--- src/rtl/plca_data_tx.sv ---
// PLCA data transmit path: MII pass-through when PLCA is off, otherwise a
// delay line that holds the MAC frame until a transmit opportunity is owned.
module plca_data_tx #(
    parameter int unsigned DL_DEPTH = 16
) (
    input  logic       TX_CLK,
    input  logic       plca_reset,
    input  logic       MAC_TX_EN,
    input  logic [3:0] MAC_TXD,
    input  logic       MAC_TX_ER,
    input  logic       plca_active,
    input  logic [1:0] tx_cmd,
    input  logic       committed,
    input  logic       PLS_CRS,
    input  logic       PLS_COL,
    output logic       PLS_TX_EN,
    output logic [3:0] PLS_TXD,
    output logic       PLS_TX_ER,
    output logic       MAC_CRS,
    output logic       MAC_COL,
    output logic       packetPending,
    output logic [2:0] plca_data_tx_state,
    output logic [4:0] dl_level
);

    typedef enum logic [2:0] {
        BYPASS   = 3'd0,
        IDLE     = 3'd1,
        PENDING  = 3'd2,
        TRANSMIT = 3'd3,
        COLLIDE  = 3'd4
    } state_t;

    localparam int unsigned AW    = $clog2(DL_DEPTH);
    localparam logic [4:0]  DEPTH = 5'(DL_DEPTH);
    localparam logic [AW-1:0] LAST = AW'(DL_DEPTH - 1);

    state_t          state;
    logic            to_bypass;   // collision was caused by plca_active falling
    logic [4:0]      mem [DL_DEPTH];
    logic [AW-1:0]   wr_ptr, rd_ptr;
    logic [4:0]      count;
    logic            do_wr, do_rd, flush, fall, full, empty, overflow;

    // IDLE/PENDING symbol for the current control command: {TX_ER, TXD}
    function automatic logic [4:0] idle_sym(input logic [1:0] cmd);
        case (cmd)
            2'b00:   idle_sym = 5'b1_1000;
            2'b01:   idle_sym = 5'b1_0011;
            default: idle_sym = 5'b0_0000;
        endcase
    endfunction

    assign plca_data_tx_state = state;
    assign dl_level           = count;
    assign full               = (count == DEPTH);
    assign empty              = (count == 5'd0);
    assign fall               = !plca_active && (state != BYPASS);
    assign overflow           = (state == PENDING) && MAC_TX_EN && full;

    // Delay-line control derived from the current state and inputs
    always_comb begin
        do_wr = 1'b0;
        do_rd = 1'b0;
        flush = 1'b0;
        if (fall || state == BYPASS || state == COLLIDE) begin
            flush = 1'b1;
        end else begin
            case (state)
                IDLE:     do_wr = MAC_TX_EN;
                PENDING: begin
                    do_wr = MAC_TX_EN && !full;
                    flush = overflow;
                end
                TRANSMIT: begin
                    do_rd = !empty;
                    do_wr = MAC_TX_EN;
                end
                default:  flush = 1'b1;
            endcase
        end
    end

    // Delay-line storage; contents need no reset since pointers define validity
    always_ff @(posedge TX_CLK) begin
        if (do_wr) mem[wr_ptr] <= {MAC_TX_ER, MAC_TXD};
    end

    // Delay-line pointers and occupancy
    always_ff @(posedge TX_CLK) begin
        if (plca_reset || flush) begin
            wr_ptr <= '0;
            rd_ptr <= '0;
            count  <= '0;
        end else begin
            if (do_wr) wr_ptr <= (wr_ptr == LAST) ? '0 : wr_ptr + 1'b1;
            if (do_rd) rd_ptr <= (rd_ptr == LAST) ? '0 : rd_ptr + 1'b1;
            count <= count + 5'(do_wr) - 5'(do_rd);
        end
    end

    // Control FSM with registered outputs
    always_ff @(posedge TX_CLK) begin
        if (plca_reset) begin
            state         <= BYPASS;
            to_bypass     <= 1'b0;
            PLS_TX_EN     <= 1'b0;
            PLS_TXD       <= '0;
            PLS_TX_ER     <= 1'b0;
            MAC_CRS       <= 1'b0;
            MAC_COL       <= 1'b0;
            packetPending <= 1'b0;
        end else if (fall) begin
            PLS_TX_EN     <= 1'b0;
            PLS_TXD       <= '0;
            PLS_TX_ER     <= 1'b0;
            packetPending <= 1'b0;
            if (MAC_TX_EN) begin
                state     <= COLLIDE;
                to_bypass <= 1'b1;
                MAC_CRS   <= 1'b1;
                MAC_COL   <= 1'b1;
            end else begin
                state     <= BYPASS;
                to_bypass <= 1'b0;
                MAC_CRS   <= PLS_CRS;
                MAC_COL   <= PLS_COL;
            end
        end else begin
            case (state)
                BYPASS: begin
                    PLS_TX_EN     <= MAC_TX_EN;
                    PLS_TXD       <= MAC_TXD;
                    PLS_TX_ER     <= MAC_TX_ER;
                    MAC_CRS       <= PLS_CRS;
                    MAC_COL       <= PLS_COL;
                    packetPending <= 1'b0;
                    if (plca_active && !MAC_TX_EN) state <= IDLE;
                end
                IDLE: begin
                    PLS_TX_EN              <= 1'b0;
                    {PLS_TX_ER, PLS_TXD}   <= idle_sym(tx_cmd);
                    MAC_CRS                <= 1'b0;
                    MAC_COL                <= 1'b0;
                    packetPending          <= 1'b0;
                    if (MAC_TX_EN) begin
                        if (committed) begin
                            state <= TRANSMIT;
                        end else begin
                            state         <= PENDING;
                            packetPending <= 1'b1;
                        end
                    end
                end
                PENDING: begin
                    PLS_TX_EN            <= 1'b0;
                    {PLS_TX_ER, PLS_TXD} <= idle_sym(tx_cmd);
                    MAC_CRS              <= 1'b1;
                    MAC_COL              <= 1'b0;
                    if (overflow) begin
                        state         <= COLLIDE;
                        packetPending <= 1'b0;
                        MAC_COL       <= 1'b1;
                    end else if (committed) begin
                        state         <= TRANSMIT;
                        packetPending <= 1'b0;
                    end
                end
                TRANSMIT: begin
                    MAC_CRS       <= 1'b1;
                    MAC_COL       <= PLS_COL;
                    packetPending <= 1'b0;
                    if (!empty) begin
                        PLS_TX_EN            <= 1'b1;
                        {PLS_TX_ER, PLS_TXD} <= mem[rd_ptr];
                    end else begin
                        PLS_TX_EN <= 1'b0;
                        PLS_TXD   <= '0;
                        PLS_TX_ER <= 1'b0;
                        if (!MAC_TX_EN) state <= IDLE;
                    end
                end
                COLLIDE: begin
                    PLS_TX_EN     <= 1'b0;
                    PLS_TXD       <= '0;
                    PLS_TX_ER     <= 1'b0;
                    packetPending <= 1'b0;
                    if (MAC_TX_EN) begin
                        MAC_COL <= 1'b1;
                        MAC_CRS <= 1'b1;
                    end else begin
                        MAC_COL   <= 1'b0;
                        MAC_CRS   <= 1'b0;
                        state     <= to_bypass ? BYPASS : IDLE;
                        to_bypass <= 1'b0;
                    end
                end
                default: state <= BYPASS;
            endcase
        end
    end

endmodule

--- config.mk ---
export PLATFORM = sky130hd
export DESIGN_NAME = plca_data_tx
export DESIGN_NICKNAME = d
export VERILOG_FILES = /design/src/rtl/plca_data_tx.sv
export SDC_FILE = /design/constraint.sdc
export NUM_CORES = 1
export LEC_CHECK = 0
export ABC_CLOCK_PERIOD_IN_PS = 4900
export BUFFER_PORTS_ARGS = -buffer_cell sky130_fd_sc_hd__buf_2
export CORE_MARGIN = 2
export CORE_UTILIZATION = 58
export CTS_BUF_LIST = sky130_fd_sc_hd__clkbuf_4 sky130_fd_sc_hd__clkbuf_8
export DETAILED_ROUTE_END_ITERATION = 7
export GPL_ROUTABILITY_DRIVEN = 0
export PLACE_DENSITY = 0.84
export REMOVE_ABC_BUFFERS = 1
export SLEW_MARGIN = 25
export SYNTH_ARGS = -nofsm -noshare
export SYNTH_HDL_FRONTEND = slang
export SYNTH_SLANG_ARGS = --single-unit
--- constraint.sdc ---
create_clock -name TX_CLK -period 4.9 [get_ports TX_CLK]
set_input_delay 0.98 -clock TX_CLK [delete_from_list [all_inputs] [get_ports TX_CLK]]
set_output_delay 0.98 -clock TX_CLK [all_outputs]
set_load 0.01 [all_outputs]
# Word-level counts from Yosys, hierarchy flattened
# Memory sizes are Yosys's and may differ from the RTL's. A register that Yosys moved wholly into a read port is not among the register bits.
# Index checks and enable logic that the tools add are counted.
# Widths: inputs -> output; s select.
# word_totals
out_inout_bits,17
mem_count,1
wordCells,111
regBits,26
ram_bits,80
# memory_table
name,words,word_bits,rd,rd_clocked_by_memory_dff,write_ports,line_no,source
mem,16,5,1,1,1,40,logic [4:0] mem [DL_DEPTH];
# classes
addsub,4
reduce_logical,32
n_mux,47
n_eq_ne,16
# op_table
operator,n
$mux 3,9
$mux 1,23
$mux 4,5
$pmux 4 s4,1
$ne 3x3->1 const B,5
$pmux 3 s5,1
$pmux 1 s4,3
$pmux 5 s2,1
$reduce_bool 5->1,2
$reduce_or 2->1,5
$reduce_bool 3->1,3
$add 4x1->4 const B,2
$eq 4x4->1 const B,2
$eq 3x2->1 const B,2
$pmux 1 s3,2
$reduce_and 6->1,1
$reduce_or 3->1,2
$add 5x1->5,1
$eq 5x5->1 const B,1
$logic_and 1x1->1,5
$logic_not 5->1,1
$sub 5x1->5,1
$logic_not 1->1,4
$ne 4x4->1 const B,1
other kinds (12),16

# Depth between registers and ports, before layout
# logic_depth
depth_word,7
mapped_depth,16
mapped_depth_nobuf,15

# Least setup slack after synthesis
# OpenSTA, ideal clock, no wires.
# synth_path
path_kind,input port to flip-flop
start,input port MAC_TX_EN
end,register count[4] (netlist: dl_level[4])
t_required_ps,4782
path_buffers,1
setup_ps,118
path_stages,13
t_arrival_ps,2735
path_slack_ps,2047
cell_sequence,and3_1 and2_1 buf_6 inv_4 ha_1 inv_1 ha_1 fa_1 a21oi_1 nor2_1 nor2_1 xnor2_1 nor2_1
# synth_via
elab_chain_cells,5
elab_cells_between_ends,10
classes_between,2 x add/sub; 4 x mux; 4 x reduce/logical
# synth_rtl
element,line_no,source
start: declaration,8,"input logic MAC_TX_EN,"
$logic_and 1x1->1 (on tied branches),"72, 59",
$pmux 1 s2 / $logic_and 1x1->1 (equally long branches),"69, 59",
$mux 1 / $pmux 1 s2 (equally long branches),"66, 69",
$add 5x1->5 / $mux 1 (equally long branches),"98, 66",
$sub 5x1->5 / $logic_or 1x1->1 (equally long branches),"98, 91",
end signal: assignment,98,count <= count + 5'(do_wr) - 5'(do_rd);
end: declaration,42,logic [4:0] count;
# Several ways; a longest one is shown, not always the timed one.
# A chain may end at the register's enable or synchronous reset.

# Worst setup path in the final report
# layout_path
start,register state[0] (netlist: plca_data_tx_state[0])
end,register count[4] (netlist: dl_level[4])
# layout_via
elab_chain_cells,7
elab_cells_between_ends,21
classes_between,2 x add/sub; 4 x eq/ne; 6 x mux; 9 x reduce/logical
# layout_rtl
element,line_no,source
start: declaration,38,state_t state;
start signal: assignment,194,state <= to_bypass ? BYPASS : IDLE;
"parallel branches: the longest is 7 deep, another holds $add 5x1->5",n/a,
# Several ways; the timed one is not identified.

==> impl_metrics.json <==
{
  "crit_required_ns": 5.15,
  "grt.overflow.total": 0,
  "htree_levels": 3,
  "ir_drop_v": 0.000177,
  "ys_types": 58,
  "final_util_pct": 64.9,
  "portBuffers": 30,
  "grt_max_degree": 27,
  "grt_usage_pct": 22.7,
  "period_needed_ns": 3.08,
  "drc_errors": 0,
  "r2r_cells": 13,
  "gr-usage-met1_pct": 31.7,
  "finalHoldViolations": 0,
  "grt_pass1_vias": 2980,
  "routed_via_density": 6.33,
  "clk_latency_ns": 0.37,
  "cts_resized": 0,
  "routed_wl_um": 9810,
  "crit_buf_inv": 3,
  "final_net_count": 420,
  "cts_sinks": 110,
  "cts_buffer_depth": 2,
  "design_area_um2": 5330,
  "tightest_slew_ns": 0.923,
  "syn_avg_cell_area_um2": 13.3,
  "path_class": "flip-flop to flip-flop",
  "ys_seq_area_share_pct": 61.0,
  "tritoncts": "built",
  "synth_edf_count": 80,
  "synthCells": 369,
  "first_pass_iters": 5,
  "p_leak_nw": 1.80,
  "rsz0062_at_grt": "no",
  "globalRouteMet2Util_pct": 36.6,
  "multiInputGateArea_um2": 1780,
  "chipWidth_um": 96.2,
  "netlist_area_um2": 4930,
  "rr_startpoint": "plca_data_tx_state[0]$_SDFFE_PP0P_",
  "antenna_cells": 0,
  "cp.depth": 13,
  "core-area_um2": 8220,
  "power_density_nw_per_um2": 329,
  "pre_cts_ws_ns": 1.58,
  "post-route-period-util_pct": 62.9,
  "ys.flop_type": "edfxtp_1",
  "crit_slowest_cell": "dfxtp_1",
  "die_h_um": 96.2,
  "clk_pin_slew_worst_paths_ns": 0.11,
  "crit_start": "plca_data_tx_state[0]$_SDFFE_PP0P_",
  "finalSetupTns_ns": 0,
  "worst-path-max-fanout": 23,
  "dieArea_um2": 9250,
  "drive_above_1_share_pct": 21.1,
  "dr_total_vias": 3191,
  "wire_per_inst_um": 19.5,
  "grt.busiest_layer": "met2",
  "fmax_ghz": 0.325,
  "cp-endpoint": "dl_level[4]$_SDFF_PP0_",
  "drtIter0Drc": 336,
  "hold_ws_ns": 0.494,
  "worst_r2r_endpoint": "dl_level[4]$_SDFF_PP0_",
  "setup-violations-final": 0,
  "area_growth_pct": 8.23,
  "hold_buffers": 0,
  "io-pin-count": 31,
  "drv_slew": 0,
  "hpwl_um": 6670,
  "max-slew-margin-rel_pct": 38.0,
  "n_fill_cell": 572,
  "post_cts.repair.setup_buffers": 0,
  "endpoint_kind": "flip-flop",
  "initial_core_util_pct": 60.0,
  "antenna_found_initial": 0,
  "cp_common_cell": "nor2_1",
  "fin_skew_ns": 0.0153,
  "row_count": 33,
  "synth-seq-cells": 110,
  "met3_usage_pct": 3.99,
  "root_buffer": "clkbuf_8",
  "outcome": "complete, no violations",
  "grt_pass1_wl_um": 15400,
  "yosysWarnings": 0,
  "fin_ws_ns": 1.82,
  "seqCellArea_um2": 3000,
  "drtAntennaViolNets": 0,
  "ff2ff_setup_slack_ns": 1.82,
  "slowest_delay_ns": 0.83,
  "worst_hold_path_type": "flip-flop to flip-flop",
  "placed_area_um2": 5130,
  "path_cells": "inv_2 -> o21ai_2 -> and2_1 -> inv_4 -> ha_1 -> inv_1 -> ha_1 -> fa_1 -> a21oi_1 -> nor2_1 -> nor2_1 -> xnor2_1 -> nor2_1",
  "cp-start-kind": "flip-flop",
  "crit_family": "adder cells",
  "async_flop_share_pct": 0,
  "min_path_cells": 2,
  "cts_buffers": 9,
  "arrival_ns": 3.33,
  "drv_cap": 0
}
[how the worst min path moves through the flow]
stage | startpoint | end
after global placement | PLS_TXD[2]$_SDFFE_PP0P_ | PLS_TXD[2]$_SDFFE_PP0P_
after floorplan | rd_ptr[3]$_SDFFE_PP0P_ | flip-flop
after detailed placement | PLS_TXD[2]$_SDFFE_PP0P_ | PLS_TXD[2]$_SDFFE_PP0P_
final | PLS_TXD[2]$_SDFFE_PP0P_ | PLS_TXD[2]$_SDFFE_PP0P_
after CTS | PLS_TXD[2]$_SDFFE_PP0P_ | PLS_TXD[2]$_SDFFE_PP0P_
after global routing | PLS_TXD[2]$_SDFFE_PP0P_ | PLS_TXD[2]$_SDFFE_PP0P_
[worst reg2reg max path, stage by stage (launching register included)]
cell	delay (ns)
dfxtp_1	0.83
inv_2	0.20
o21ai_2	0.13
and2_1	0.30
inv_4	0.08
ha_1	0.28
inv_1	0.04
ha_1	0.20
fa_1	0.40
a21oi_1	0.16
nor2_1	0.05
nor2_1	0.11
xnor2_1	0.12
nor2_1	0.05
[state kept, by name, indices dropped and copies added (netlist names), named ones only]
name	count
wr_ptr	4
mem	80
PLS_TX_ER	1
packetPending	1
PLS_TXD	4
MAC_COL	1
plca_data_tx_state	3
dl_level	5
PLS_TX_EN	1
to_bypass	1
MAC_CRS	1
rd_ptr	4
[report_power, final]
part           total [mW]  switching, mW  internal (mW)  leakage (nW)
clock               0.532          0.331          0.201         0.102
combinational       0.179          0.113         0.0655         0.736
sequential           1.04         0.0277           1.02         0.963
total                1.75          0.472           1.28          1.80
[per-layer routing]
layer  share of wire [%]  wire length [um]
met1                  42              4130
met2                  48              4750
met3                 8.2               806
met4                 1.3               126
met5                   0                 0
[placed cells by master, fill, tap and decap left out, types with 7 or more instances in the layout]
cell type / n
nand2_1: 28
clkbuf_8: 9
inv_1: 8
ha_1: 11
dfxtp_1: 30
nand3_1: 7
edfxtp_1: 80
mux4_2: 19
nor2_1: 38
buf_2: 30
mux2i_1: 8
nor3_1: 12
a21oi_1: 17
o21ai_0: 10
[synthesized netlist by cell type, types with 2 or more instances]
master    count  area share, %
o32ai_1       2           0.36
nand2_1      28            2.1
buf_6         2           0.46
a31oi_1       4           0.51
o22ai_1       3           0.38
mux4_2       19            8.7
o21ai_1       3           0.30
o21ai_0      10            1.0
xnor2_1       3           0.53
clkbuf_1      9           0.69
a21oi_1      17            1.7
inv_4         2           0.25
ha_1         11            2.8
nor2_1       38            2.9
inv_2         2           0.15
buf_4         2           0.30
a32oi_1       3           0.53
mux2_2        3           0.69
o31ai_1       2           0.30
nand2b_1      6           0.76
mux2i_1       8            1.6
xor2_1        3           0.53
nor3_1       12            1.2
a21o_1        6           0.91
edfxtp_1     80             49
inv_1         8           0.61
dfxtp_1      30             12
nand3_1       7           0.71
a211oi_1      4           0.61
o221ai_1      3           0.53
buf_2         3           0.30
and3_1        3           0.38
buf_1         3           0.23
nor2b_1       6           0.76
[area by class of cell]
cell class	instances	share of cell area, %
sequential	110	56.3
multi-input combinational	228	33.3
timing repair buffer	33	3.24
tap	105	2.46
clock buffer	9	2.32
clock inverter	7	1.41
inverter	12	0.939
[through the flow]
stage               power [mW]  std cells
detailed placement        1.24        488
CTS                       1.76        504
global route              1.83        504
finish                    1.75        504
global placement          1.24        488
floorplan                 1.17        350
[cells by family after synthesis]
group | count (synthesis) | synth area share (%)
simple gates | 112 | 11.7
flops | 110 | 61.0
compound gates | 68 | 9.12
buf+inv | 31 | 3.00
mux | 30 | 11.0
fa+ha+maj | 12 | 3.20
xor+xnor | 6 | 1.07
No activity file was read; power rests on OpenSTA's default activity.
